File: config.mk
export PLATFORM = sky130hd
export DESIGN_NAME = alu_arbiter
export DESIGN_NICKNAME = d
export VERILOG_FILES = /design/src/rtl/alu_arb_pkg.sv /design/src/rtl/rr_arbiter2.sv /design/src/rtl/alu_arbiter.sv
export SDC_FILE = /design/constraint.sdc
export NUM_CORES = 1
export LEC_CHECK = 0
export ABC_AREA = 1
export BUFFER_PORTS_ARGS = -buffer_cell sky130_fd_sc_hd__buf_2
export CORE_ASPECT_RATIO = 0.75
export CORE_UTILIZATION = 30
export CTS_CLUSTER_SIZE = 12
export DETAILED_ROUTE_END_ITERATION = 8
export GPL_ROUTABILITY_DRIVEN = 0
export SETUP_SLACK_MARGIN = 0.1
export SYNTH_ARGS = -nofsm -noshare
export SYNTH_HDL_FRONTEND = slang
export SYNTH_HIERARCHICAL = 1
export SYNTH_SLANG_ARGS = --single-unit
File: constraint.sdc
create_clock -name i_clk -period 1.6 [get_ports i_clk]
set_clock_uncertainty 0.2 [all_clocks]
set_input_delay 0.16 -clock i_clk [delete_from_list [all_inputs] [get_ports i_clk]]
set_output_delay 0.16 -clock i_clk [all_outputs]
set_load 0.02 [all_outputs]
File: src/rtl/alu_arb_pkg.sv
`default_nettype none
// alu_arb_pkg: shared types and constants for the ALU arbiter/sequencer.
// Rev 1.0
package alu_arb_pkg;

   typedef enum logic [1:0] {
      IDLE = 2'd0,
      EXEC = 2'd1,
      RESP = 2'd2
   } state_e;

   // Control word layout: {sel[6:5], shift[4:3], arith[2], logic[1:0]}
   localparam int OP_W         = 7;
   localparam int OP_SEL_LSB   = 5;
   localparam int OP_SHIFT_LSB = 3;
   localparam int OP_ARITH_BIT = 2;
   localparam int OP_LOGIC_LSB = 0;

   localparam logic [1:0] SEL_SHIFT = 2'd0;
   localparam logic [1:0] SEL_SLT   = 2'd1;
   localparam logic [1:0] SEL_ARITH = 2'd2;
   localparam logic [1:0] SEL_LOGIC = 2'd3;

   localparam logic ARITH_ADD = 1'b0;
   localparam logic ARITH_SUB = 1'b1;

endpackage
`default_nettype wire

File: src/rtl/rr_arbiter2.sv
`default_nettype none
// rr_arbiter2: two-way round-robin grant; a tie goes to the requester not served last.
// Rev 1.0
module rr_arbiter2 (
   input  logic [1:0] i_valid,
   input  logic       i_rr_last,
   output logic [1:0] o_grant
);

   always_comb begin
      o_grant = i_valid;
      if (&i_valid) begin
         o_grant = i_rr_last ? 2'b01 : 2'b10;
      end
   end

endmodule
`default_nettype wire

File: src/rtl/alu_arbiter.sv
`default_nettype none
// alu_arbiter: round-robin sequencer sharing one execute ALU between two requesters.
// Rev 1.0
module alu_arbiter
   import alu_arb_pkg::*;
#(
   parameter int W   = 32,
   parameter int SAW = 5
) (
   input  logic             i_clk,
   input  logic             i_rst_n,
   input  logic [1:0]       i_req_valid,
   output logic [1:0]       o_req_ready,
   input  logic [W-1:0]     i_req_a0,
   input  logic [W-1:0]     i_req_a1,
   input  logic [W-1:0]     i_req_b0,
   input  logic [W-1:0]     i_req_b1,
   input  logic [SAW-1:0]   i_req_sa0,
   input  logic [SAW-1:0]   i_req_sa1,
   input  logic [OP_W-1:0]  i_req_op0,
   input  logic [OP_W-1:0]  i_req_op1,
   output logic [W-1:0]     o_alu_a,
   output logic [W-1:0]     o_alu_b,
   output logic [SAW-1:0]   o_alu_sa,
   output logic [1:0]       o_alu_shiftop,
   output logic             o_alu_arithop,
   output logic [1:0]       o_alu_logicop,
   output logic [1:0]       o_alu_sel,
   input  logic [W-1:0]     i_alu_out,
   input  logic             i_alu_zero,
   output logic [1:0]       o_rsp_valid,
   input  logic [1:0]       i_rsp_ready,
   output logic [W-1:0]     o_rsp_data,
   output logic             o_rsp_zero
);

   state_e            state_q, state_d;
   logic              rr_last_q, rr_last_d;
   logic              gnt_q, gnt_d;
   logic [1:0]        w_grant;
   logic              w_load;
   logic              w_capture;

   logic [W-1:0]      a_q, b_q;
   logic [SAW-1:0]    sa_q;
   logic [OP_W-1:0]   op_q;
   logic [W-1:0]      rsp_data_q;
   logic              rsp_zero_q;

   rr_arbiter2 u_rr (
      .i_valid   (i_req_valid),
      .i_rr_last (rr_last_q),
      .o_grant   (w_grant)
   );

   always_ff @(posedge i_clk or negedge i_rst_n) begin
      if (!i_rst_n) begin
         state_q   <= IDLE;
         rr_last_q <= 1'b1;
         gnt_q     <= 1'b0;
      end else begin
         state_q   <= state_d;
         rr_last_q <= rr_last_d;
         gnt_q     <= gnt_d;
      end
   end

   // Ready is masked by reset so a held request is never acknowledged while in reset.
   always_comb begin
      state_d     = state_q;
      rr_last_d   = rr_last_q;
      gnt_d       = gnt_q;
      o_req_ready = 2'b00;
      o_rsp_valid = 2'b00;
      w_load      = 1'b0;
      w_capture   = 1'b0;
      case (state_q)
         IDLE: begin
            if (|w_grant) begin
               o_req_ready = w_grant & {2{i_rst_n}};
               w_load      = 1'b1;
               gnt_d       = w_grant[1];
               state_d     = EXEC;
            end
         end
         EXEC: begin
            w_capture = 1'b1;
            state_d   = RESP;
         end
         RESP: begin
            o_rsp_valid[gnt_q] = 1'b1;
            if (i_rsp_ready[gnt_q]) begin
               rr_last_d = gnt_q;
               state_d   = IDLE;
            end
         end
         default: state_d = IDLE;
      endcase
   end

   always_ff @(posedge i_clk or negedge i_rst_n) begin
      if (!i_rst_n) begin
         a_q        <= '0;
         b_q        <= '0;
         sa_q       <= '0;
         op_q       <= '0;
         rsp_data_q <= '0;
         rsp_zero_q <= 1'b0;
      end else begin
         if (w_load) begin
            a_q  <= w_grant[1] ? i_req_a1  : i_req_a0;
            b_q  <= w_grant[1] ? i_req_b1  : i_req_b0;
            sa_q <= w_grant[1] ? i_req_sa1 : i_req_sa0;
            op_q <= w_grant[1] ? i_req_op1 : i_req_op0;
         end
         if (w_capture) begin
            rsp_data_q <= i_alu_out;
            rsp_zero_q <= i_alu_zero;
         end
      end
   end

   assign o_alu_a       = a_q;
   assign o_alu_b       = b_q;
   assign o_alu_sa      = sa_q;
   assign o_alu_sel     = op_q[OP_SEL_LSB +: 2];
   assign o_alu_shiftop = op_q[OP_SHIFT_LSB +: 2];
   assign o_alu_arithop = op_q[OP_ARITH_BIT];
   assign o_alu_logicop = op_q[OP_LOGIC_LSB +: 2];
   assign o_rsp_data    = rsp_data_q;
   assign o_rsp_zero    = rsp_zero_q;

endmodule
`default_nettype wire

==> flow_metrics.py, run 1 <==
metrics = {
    "sta": {
        "worst-slew-pin-transition_ns": 0.379,
        "slew_viol_final": 0,
        "layout_min_cycle_time_ns": 1.85,
        "post-route-worst-setup-slack_ns": -0.247,
        "finalSetupViolCount": 79,
        "unrepaired_setup_endpoints_after_global_routing": "true",
        "finalCritPeriodShare": 1.15,
        "timing.slew.headroom": 0.747,
        "finalHoldViolCount": 0,
        "achievable-frequency_mhz": 541,
    },
    "logic_synthesis": {
        "synth_fp_nets": 934,
        "count_of_state_elements_after_synthesis": 113,
        "netlist-cell-type-count": 18,
        "dominantRegCellSynth": "sky130_fd_sc_hd__dfrtp_1",
        "yosysWarningCount": 6,
        "synth.cell_area_mm2": 0.00543,
        "postSynth.asyncResetShare": 1.00,
        "syn-mean-instance-area_um2": 7.31,
        "yosysSeqAreaShare": 0.521,
        "post_synth_inst_count": 743,
        "synth_edf_count": 0,
    },
    "floorplanning": {
        "design.core.area_mm2": 0.0177,
        "die_h_um": 118,
        "die_x_um": 157,
        "fp.dieArea_mm2": 0.0186,
        "initial_core_util": 0.307,
        "total_number_of_placement_rows": 42,
        "io_pins": 304,
    },
    "clocking": {
        "clk_pin_slew_worst_paths_ns": 0.06,
        "cts_tree": "done",
        "cts.htree.levels": 4,
        "clock_latency_ns": 0.41,
        "clockRootBuffer": "sky130_fd_sc_hd__clkbuf_16",
        "cts_buffers": 17,
        "clock_sink_count": 113,
        "cts-root-to-sink-buffers": 2,
    },
    "finish": {
        "final_net_count": 1439,
        "drive_above_1_share": 0.310,
        "final_cell_mix": "sky130_fd_sc_hd__nand2_1, sky130_fd_sc_hd__buf_2, sky130_fd_sc_hd__dlygate4sd3_1, sky130_fd_sc_hd__dfrtp_1, sky130_fd_sc_hd__inv_1",
        "area_growth_syn_to_layout_pct": 86.5,
        "utilization": 0.573,
        "final_common_cell": "sky130_fd_sc_hd__nand2_1",
        "fill_cells": 1520,
    },
    "power": {
        "total_power_w": 0.0170,
        "power_density_mw_per_mm2": 1670,
        "p_leak_nw": 5.69,
        "max-vdd-ir-drop_v": 0.000954,
    },
    "global_routing": {
        "antenna_found_initial": 1,
        "globalRouteOverflowTotal": 0,
        "global_route.usage.total": 0.227,
        "grt_pass1_wl_um": 33100,
        "vias_in_the_first_global_route": 6838,
        "grt_start_max_net_pins": 54,
    },
    "route": {
        "ant_nets": 0,
        "drt_iter0_drc": 549,
        "vias_per_instance": 4.51,
        "dr_total_vias": 6782,
        "drt_wl_total_um": 22000,
        "drtPass1Iterations": 6,
        "drc_markers": 0,
        "routedWlPerCell_um": 14.6,
    },
    "hold_path": {
        "worstHoldPathType": "in -> reg",
    },
    "setup_path": {
        "critical_path_required_ns": 1.70,
        "path_class": "reg -> reg",
        "crit_fanout": 27,
        "crit_path_end_kind": "flop",
        "crit_path_start_kind": "flop",
        "critPathArrivalTime_ns": 1.94,
    },
    "job": {
        "cap_viol_max_count": 0,
    },
    "status": {
        "run_status": "complete, but fails checks",
        "violations": "negative setup slack",
    },
    "placed_design": {
        "placement.io_buffers": 303,
        "hpwl_dp_um": 11400,
    },
}
-- worst max-delay path, cell delays in order (launching register included) --
cell                      delay (ns)
sky130_fd_sc_hd__dfstp_2        0.55
sky130_fd_sc_hd__buf_4          0.12
sky130_fd_sc_hd__a21oi_4        0.06
sky130_fd_sc_hd__buf_4          0.20
sky130_fd_sc_hd__buf_12         0.18
sky130_fd_sc_hd__nand2_1        0.08
sky130_fd_sc_hd__o21ai_0        0.08
sky130_fd_sc_hd__buf_4          0.14
sky130_fd_sc_hd__nand2_1        0.06
sky130_fd_sc_hd__nand2_1        0.06
-- final cells by class --
cell class,instances,area [um2],share of cell area
clock buffer,17,425,0.0420
tap,242,303,0.0299
multi-input combinational,506,2140,0.211
inverter,81,304,0.0300
timing repair buffer,529,3990,0.394
clock inverter,15,134,0.0132
sequential,113,2830,0.279
antenna,1,2.50,0.000247
-- state kept, by name, indices dropped and copies added, names as in the netlist --
| signal | cells |
|---|---|
| o_alu_sa | 5 |
| gnt_q | 1 |
| rr_last_q | 1 |
| op_q | 7 |
| state_q | 2 |
| o_alu_b | 32 |
| o_rsp_data | 32 |
| o_alu_a | 32 |
| o_rsp_zero | 1 |
-- cell usage after synthesis (2+ instances only) --
library cell	n	area (um2)
sky130_fd_sc_hd__buf_2	18	90.1
sky130_fd_sc_hd__o21ai_0	78	390
sky130_fd_sc_hd__buf_6	5	56.3
sky130_fd_sc_hd__inv_1	79	297
sky130_fd_sc_hd__buf_1	4	15.0
sky130_fd_sc_hd__nand3_1	34	170
sky130_fd_sc_hd__dfrtp_1	112	2800
sky130_fd_sc_hd__buf_4	4	30.0
sky130_fd_sc_hd__nor2_1	5	18.8
sky130_fd_sc_hd__inv_2	2	7.51
sky130_fd_sc_hd__nand2_1	384	1440
sky130_fd_sc_hd__clkbuf_1	12	45.0
-- final timing paths --
kind                                startpoint             end  slack [ns]  cells after the start
worst max-delay path                 rr_last_q     o_alu_a[11]       -0.25                      9
worst min-delay path            i_req_valid[0]           gnt_q        0.04                      5
worst max register to register       rr_last_q     o_alu_a[11]       -0.25                      9
worst min register to register  o_rsp_data[18]  o_rsp_data[18]        0.27                      2
max in group asynchronous              i_rst_n     o_alu_a[22]        0.42                      4
min in group asynchronous              i_rst_n   o_rsp_data[8]        0.22                      3
-- power by group --
group          leakage, nW  total (W)  internal, W  switching [W]
combinational         4.02    0.00840      0.00321        0.00518
clock                0.270    0.00357      0.00214        0.00142
sequential            1.40    0.00500      0.00425       0.000748
total                 5.69     0.0170      0.00961        0.00735
-- cells by family (layout without fill, tap and decap cells) --
kind of cell	count (synthesis)	count (layout)	synth area share
buffers and inverters	124	642	0.0996
AND/OR/NAND/NOR	426	426	0.305
other	0	1	0
AO/OA/AOI/OAI	80	80	0.0745
flip-flops	113	113	0.521
-- layer usage --
metal,part of all wire,routed length (um),vias to the layer above,GRT usage
li1,-,-,3261,-
met1,0.42,9290,3056,0.269
met2,0.46,10100,391,0.366
met3,0.083,1820,74,0.0711
met4,0.039,869,0,0.120
met5,0,0,-,0
-- per-stage QoR --
step	hold WS [ns]	instances	TNS [ns]	worst slack, ns	area [um2]
3_3_place_gp	0.0402	1265	-3.39	-0.0945	7300
2_1_floorplan	-0.336	743	0	0.0775	5520
4_1_cts	0.00595	1494	-14.36	-0.237	9920
3_5_place_dp	0.0374	1265	-4.27	-0.146	7300
6_report	0.0366	1504	-11.59	-0.247	10100
5_1_grt	0.0560	1504	-18.13	-0.322	10100
-- timing repair --
item                                   4_1_cts  5_1_grt
cloned                                       2        7
pin swaps                                    5        1
endpoints found under the hold margin      224        0
setup buffers                                8        2
hold buffers                               187        0
gates resized for setup                     24       12
setup endpoints to repair                   82      106
Note: power is estimated with default switching activity, not from simulation.
==> run 2: changes to the inputs <==
- BUFFER_PORTS_ARGS: -buffer_cell sky130_fd_sc_hd__buf_2 -> default
- DONT_BUFFER_PORTS: default -> 1
- SKIP_CTS_REPAIR_TIMING: default -> 1
- SYNTH_HIERARCHICAL: 1 -> default
==> run 2 against run 1 <==
Net effect: the flow finishes with violations (negative hold slack, negative setup slack); sequential share of layout area is 4.5 points higher; sequential power increased by 45%; core utilization fell by 11 points; hold slack worse by 0.79 ns; final area decreased by 14%; fmax rose by 6.5%; combinational power is 22% lower; flip-flop and latch count unchanged; critical path type is now reg -> out.
==> flow_metrics.py, run 2 <==
metrics = {
    "finish": {
        "fin_cells": 1220,
        "final_net_count": 1151,
        "diodes": 0,
        "final_common_cell": "sky130_fd_sc_hd__nand2_1",
        "area_growth_syn_to_layout_pct": 49.1,
        "drive_above_1_share": 0.156,
        "final_cell_mix": "sky130_fd_sc_hd__nand2_1, sky130_fd_sc_hd__inv_1, sky130_fd_sc_hd__nand3_1, sky130_fd_sc_hd__dfrtp_1, sky130_fd_sc_hd__dlygate4sd3_1",
    },
    "logic_synthesis": {
        "count_of_state_elements_after_synthesis": 113,
        "post_synth_inst_count": 825,
        "netlist-cell-type-count": 17,
        "dominantRegCellSynth": "sky130_fd_sc_hd__dfrtp_1",
        "synth.cell_area_mm2": 0.00585,
        "synth.cells.most_frequent": "sky130_fd_sc_hd__nand2_1, sky130_fd_sc_hd__nand3_1, sky130_fd_sc_hd__inv_1",
        "postSynth.asyncResetShare": 1.00,
        "most_area_hungry_cell_type_in_the_yosys_netlist": "sky130_fd_sc_hd__dfrtp_1",
        "synth_fp_nets": 1016,
        "yosysTopAreaCellShare": 0.479,
        "yosysWarningCount": 0,
        "synth_edf_count": 0,
        "netlist_top_cells_area": "sky130_fd_sc_hd__dfrtp_1, sky130_fd_sc_hd__nand2_1, sky130_fd_sc_hd__nand3_1",
        "syn-mean-instance-area_um2": 7.09,
        "yosysSeqAreaShare": 0.484,
        "post-synth-top-count-cell": "sky130_fd_sc_hd__nand2_1",
    },
    "floorplanning": {
        "design.core.area_mm2": 0.0188,
        "die_h_um": 123,
        "initial_core_util": 0.311,
        "fp.dieArea_mm2": 0.0201,
        "total_number_of_placement_rows": 43,
        "die_x_um": 163,
        "io_pins": 304,
    },
    "global_routing": {
        "antenna_found_initial": 0,
        "grt_pass1_wl_um": 25000,
        "grt_start_max_net_pins": 116,
        "globalRouteOverflowTotal": 0,
        "global_route.usage.total": 0.161,
        "vias_in_the_first_global_route": 4756,
    },
    "sta": {
        "finalSetupViolCount": 5,
        "post-route-worst-setup-slack_ns": -0.135,
        "layout_min_cycle_time_ns": 1.73,
        "whs_ns": -0.755,
        "slew_viol_final": 0,
        "unrepaired_setup_endpoints_after_global_routing": "true",
        "finalHoldViolCount": 190,
        "achievable-frequency_mhz": 576,
        "timing.slew.headroom": 0.775,
        "worst-slew-pin-transition_ns": 0.338,
        "finalCritPeriodShare": 1.08,
    },
    "power": {
        "max-vdd-ir-drop_v": 0.000992,
        "p_leak_nw": 4.78,
        "power_density_mw_per_mm2": 2030,
        "total_power_w": 0.0177,
    },
    "setup_path": {
        "rr_endpoint": "o_alu_b[29]",
        "crit_fanout": 5,
        "reg2regPathDepth": 8,
        "critPathArrivalTime_ns": 1.37,
        "worstSetupStartpoint": "rr_last_q",
        "critical_path_required_ns": 1.24,
        "crit_path_start_kind": "flop",
        "regToRegStartpoint": "state_q[1]",
        "setup.worst_path.end": "o_req_ready[1]",
        "reg2reg_setup_slack_ns": 0,
        "crit_path_end_kind": "output pin",
        "path_class": "reg -> out",
    },
    "route": {
        "dr_total_vias": 5938,
        "drt_wl_total_um": 21700,
        "vias_per_instance": 4.87,
        "routedWlPerCell_um": 17.8,
        "drc_markers": 0,
        "drt_iter0_drc": 508,
        "drtPass1Iterations": 6,
        "ant_nets": 0,
    },
    "clocking": {
        "clockRootBuffer": "sky130_fd_sc_hd__clkbuf_16",
        "clk_pin_slew_worst_paths_ns": 0.06,
        "cts_buffers": 17,
        "cts-root-to-sink-buffers": 2,
        "clock_latency_ns": 0.40,
        "cts.htree.levels": 4,
        "clock_sink_count": 113,
        "cts_tree": "done",
    },
    "status": {
        "violations": "negative hold slack, negative setup slack",
        "run_status": "complete, but fails checks",
    },
    "placed_design": {
        "setup_ws_pre_cts_ns": 0.0398,
        "placement.io_buffers": 0,
        "place.detailed.instances": 1044,
        "hpwl_dp_um": 11400,
    },
    "job": {
        "cap_viol_max_count": 0,
    },
    "hold_path": {
        "worstHoldPathType": "in -> async",
    },
}
==> run 2: logic make-up after synthesis <==
group / count (synthesis) / share of synthesized area
AND/OR/NAND/NOR: 500 / 0.363
buffers and inverters: 209 / 0.150
flip-flops: 113 / 0.484
AO/OA/AOI/OAI: 3 / 0.00257
==> run 2: through the flow <==
stage | TNS [ns] | util | cell area, um2
after floorplan | 0 | - | 5850
after global placement | 0 | 0.327 | 6130
after detailed placement | 0 | 0.327 | 6130
after CTS | -1.01 | 0.359 | 6730
after global routing | -2.88 | 0.464 | 8720
final | -0.506 | 0.464 | 8720
==> run 2: where the power goes <==
group,switching (W),internal [W]
logic,0.00351,0.00305
clock network,0.00152,0.00234
registers,0.00293,0.00431
total,0.00796,0.00971
==> run 2: worst min-delay path by stage <==
stage	start	endpoint	slack, ns	cells past startpoint
2_1_floorplan	i_rst_n	gnt_q	-0.34	0
3_3_place_gp	i_rst_n	o_alu_b[19]	-0.33	0
3_5_place_dp	i_rst_n	o_alu_b[19]	-0.33	0
4_1_cts	i_rst_n	o_alu_b[19]	-0.78	0
5_1_grt	i_rst_n	o_alu_a[4]	-0.79	0
6_report	i_rst_n	o_alu_b[19]	-0.76	0
==> run 2: layout make-up <==
type / instances / area, um2
Fill cell: 1772 / 10100
Sequential cell: 113 / 2830
Multi-Input combinational cell: 503 / 2380
Clock buffer: 17 / 425
Tap cell: 247 / 309
Inverter: 158 / 609
Timing Repair Buffer: 167 / 1990
Clock inverter: 15 / 173
==> run 2: metal layers <==
layer  GRT usage  part of all wire
met5           0                 0
met1       0.203              0.42
met2       0.253              0.47
met3      0.0631             0.092
met4      0.0467             0.019
==> run 2: worst max-delay path, stage by stage (launching register included) <==
cell and delay [ns]:
sky130_fd_sc_hd__dfstp_2 0.53, sky130_fd_sc_hd__nand2_2 0.07, sky130_fd_sc_hd__nand2_4 0.09, sky130_fd_sc_hd__buf_8 0.11, sky130_fd_sc_hd__nor2_2 0.04, sky130_fd_sc_hd__buf_6 0.12
==> run 3: changes to the inputs <==
- CTS_CLUSTER_SIZE: 12 -> 20
- REMOVE_ABC_BUFFERS: default -> 1
==> run 3 against run 2 <==
Net effect: the run still ends with negative hold slack, negative setup slack left; die area unchanged; global-route usage is 0.53 points higher; sequential power hardly changed; fmax shrank 0.30%; cell count decreased by 2.2%; routed wire length down 14%; first-iteration DRC count is 32% lower; via count decreased by 6.5%; critical path type unchanged; largest power group unchanged; highest routed layer unchanged.
==> flow_metrics.py, run 3 (synthesized netlist as in run 2, its figures left out) <==
metrics = {
    "sta": {
        "finalHoldViolCount": 190,
        "achievable-frequency_mhz": 575,
        "post-route-worst-setup-slack_ns": -0.140,
        "unrepaired_setup_endpoints_after_global_routing": "true",
        "timing.slew.headroom": 0.752,
        "layout_min_cycle_time_ns": 1.74,
        "whs_ns": -0.752,
        "finalSetupViolCount": 16,
        "tns_ns": -0.586,
        "finalCritPeriodShare": 1.09,
        "slew_viol_final": 0,
        "worst-slew-pin-transition_ns": 0.372,
    },
    "global_routing": {
        "antenna_found_initial": 0,
        "grt_start_max_net_pins": 116,
        "global_route.usage.total": 0.166,
        "vias_in_the_first_global_route": 4868,
        "globalRouteOverflowTotal": 0,
        "grt_pass1_wl_um": 25800,
    },
    "route": {
        "drt_wl_total_um": 18600,
        "met2_wirelength_um": 8930,
        "drt_iter0_drc": 347,
        "ant_nets": 0,
        "highest-signal-layer": "met4",
        "routedWlPerCell_um": 15.6,
        "dr_total_vias": 5551,
        "vias_per_instance": 4.65,
        "drc_markers": 0,
        "m1_wl_um": 8050,
        "routed-wl-met3_um": 1310,
        "drtPass1Iterations": 5,
    },
    "floorplanning": {
        "die_x_um": 163,
        "die_h_um": 123,
        "fp.dieArea_mm2": 0.0201,
        "total_number_of_placement_rows": 43,
        "design.core.area_mm2": 0.0188,
        "io_pins": 304,
        "initial_core_util": 0.311,
    },
    "placed_design": {
        "placement.cell_area_mm2": 0.00612,
        "setup_ws_pre_cts_ns": 0.0463,
        "placement.io_buffers": 0,
        "hpwl_dp_um": 11700,
    },
    "power": {
        "power_density_mw_per_mm2": 1960,
        "p_leak_nw": 4.47,
        "max-vdd-ir-drop_v": 0.000757,
    },
    "setup_path": {
        "crit_fanout": 4,
        "worst_path_max_delay_cell": "sky130_fd_sc_hd__dfstp_2",
        "crit_path_start_kind": "flop",
        "cp_common_cell": "sky130_fd_sc_hd__nand2_4",
        "critPathArrivalTime_ns": 1.38,
        "path_class": "reg -> out",
        "crit_family": "flip-flops",
        "reg2reg_setup_slack_ns": -0.03,
        "cp_num_buf_inv": 2,
        "max_stage_delay_ns": 0.57,
        "crit_path_end_kind": "output pin",
        "worstPathCellList": "nand2_4, nand2_4, buf_12, nor2_4, buf_6",
        "critical_path_required_ns": 1.24,
    },
    "finish": {
        "fill_cells": 1824,
        "drive_above_1_share": 0.0846,
        "area_growth_syn_to_layout_pct": 37.5,
        "final_net_count": 1124,
        "final_common_cell": "sky130_fd_sc_hd__nand2_1",
        "diodes": 0,
        "finalInstanceArea_mm2": 0.00804,
        "final_cell_mix": "sky130_fd_sc_hd__nand2_1, sky130_fd_sc_hd__nand3_1, sky130_fd_sc_hd__inv_1, sky130_fd_sc_hd__dfrtp_1, sky130_fd_sc_hd__dlygate4sd3_1",
    },
    "clocking": {
        "clockRootBuffer": "sky130_fd_sc_hd__clkbuf_16",
        "cts.htree.levels": 4,
        "cts_tree": "done",
        "clock_latency_ns": 0.40,
        "cts-root-to-sink-buffers": 2,
        "clock_sink_count": 113,
        "cts_buffers": 17,
        "clk_pin_slew_worst_paths_ns": 0.05,
    },
    "status": {
        "run_status": "complete, but fails checks",
        "violations": "negative hold slack, negative setup slack",
    },
    "job": {
        "cap_viol_max_count": 0,
    },
    "hold_path": {
        "worstHoldPathType": "in -> async",
    },
}
## run 3: cell types whose count changed in the layout (fill, tap and decap cells not counted), moves of 2 or more
cell	previous run	this run
sky130_fd_sc_hd__inv_8	2	0
sky130_fd_sc_hd__inv_6	6	0
sky130_fd_sc_hd__clkbuf_1	0	4
sky130_fd_sc_hd__nand3_4	2	0
sky130_fd_sc_hd__clkinv_2	1	5
sky130_fd_sc_hd__dlygate4sd3_1	107	111
sky130_fd_sc_hd__nand3_2	35	1
sky130_fd_sc_hd__buf_8	6	0
sky130_fd_sc_hd__buf_12	13	10
sky130_fd_sc_hd__nor2_4	2	5
sky130_fd_sc_hd__clkbuf_16	29	19
sky130_fd_sc_hd__buf_4	19	10
sky130_fd_sc_hd__nand3_1	150	186
sky130_fd_sc_hd__nor2_2	4	1
## run 3: report_power, final
group / internal [W] / switching (W)
Combinational: 0.00192 / 0.00283
Sequential: 0.00431 / 0.00295
Clock: 0.00243 / 0.00131
## run 3: stage by stage
step           std cells   util  power [W]  hold slack, ns
6_report            1193  0.428     0.0158          -0.752
5_1_grt             1193  0.428     0.0168          -0.787
3_5_place_dp        1042  0.326     0.0114          -0.333
2_1_floorplan        774      -    0.00959          -0.336
3_3_place_gp        1042  0.326     0.0113          -0.333
4_1_cts             1074  0.357     0.0152          -0.776
## run 3: path summary, 6_finish.rpt
kind                       cells after the start      startpoint        endpoint
min                                            0         i_rst_n   o_rsp_data[1]
min in group i_clk                             2  i_req_valid[1]           gnt_q
max reg2reg                                    7       rr_last_q     o_alu_b[21]
max in group asynchronous                      0         i_rst_n      o_alu_a[9]
min reg2reg                                    2       rr_last_q       rr_last_q
max                                            5       rr_last_q  o_req_ready[1]
## run 3: layout make-up
cell class	instances	area (um2)	area share
Sequential cell	113	2830	0.352
Multi-Input combinational cell	503	2210	0.275
Timing Repair Buffer	140	1520	0.189
Inverter	158	596	0.0741
Clock buffer	21	440	0.0548
Tap cell	247	309	0.0384
Clock inverter	11	139	0.0173
## run 3: routing by layer
layer,up-vias,global-route usage
met5,-,0
met4,0,0.0526
met3,23,0.0554
met2,220,0.278
met1,2607,0.201
li1,2701,-
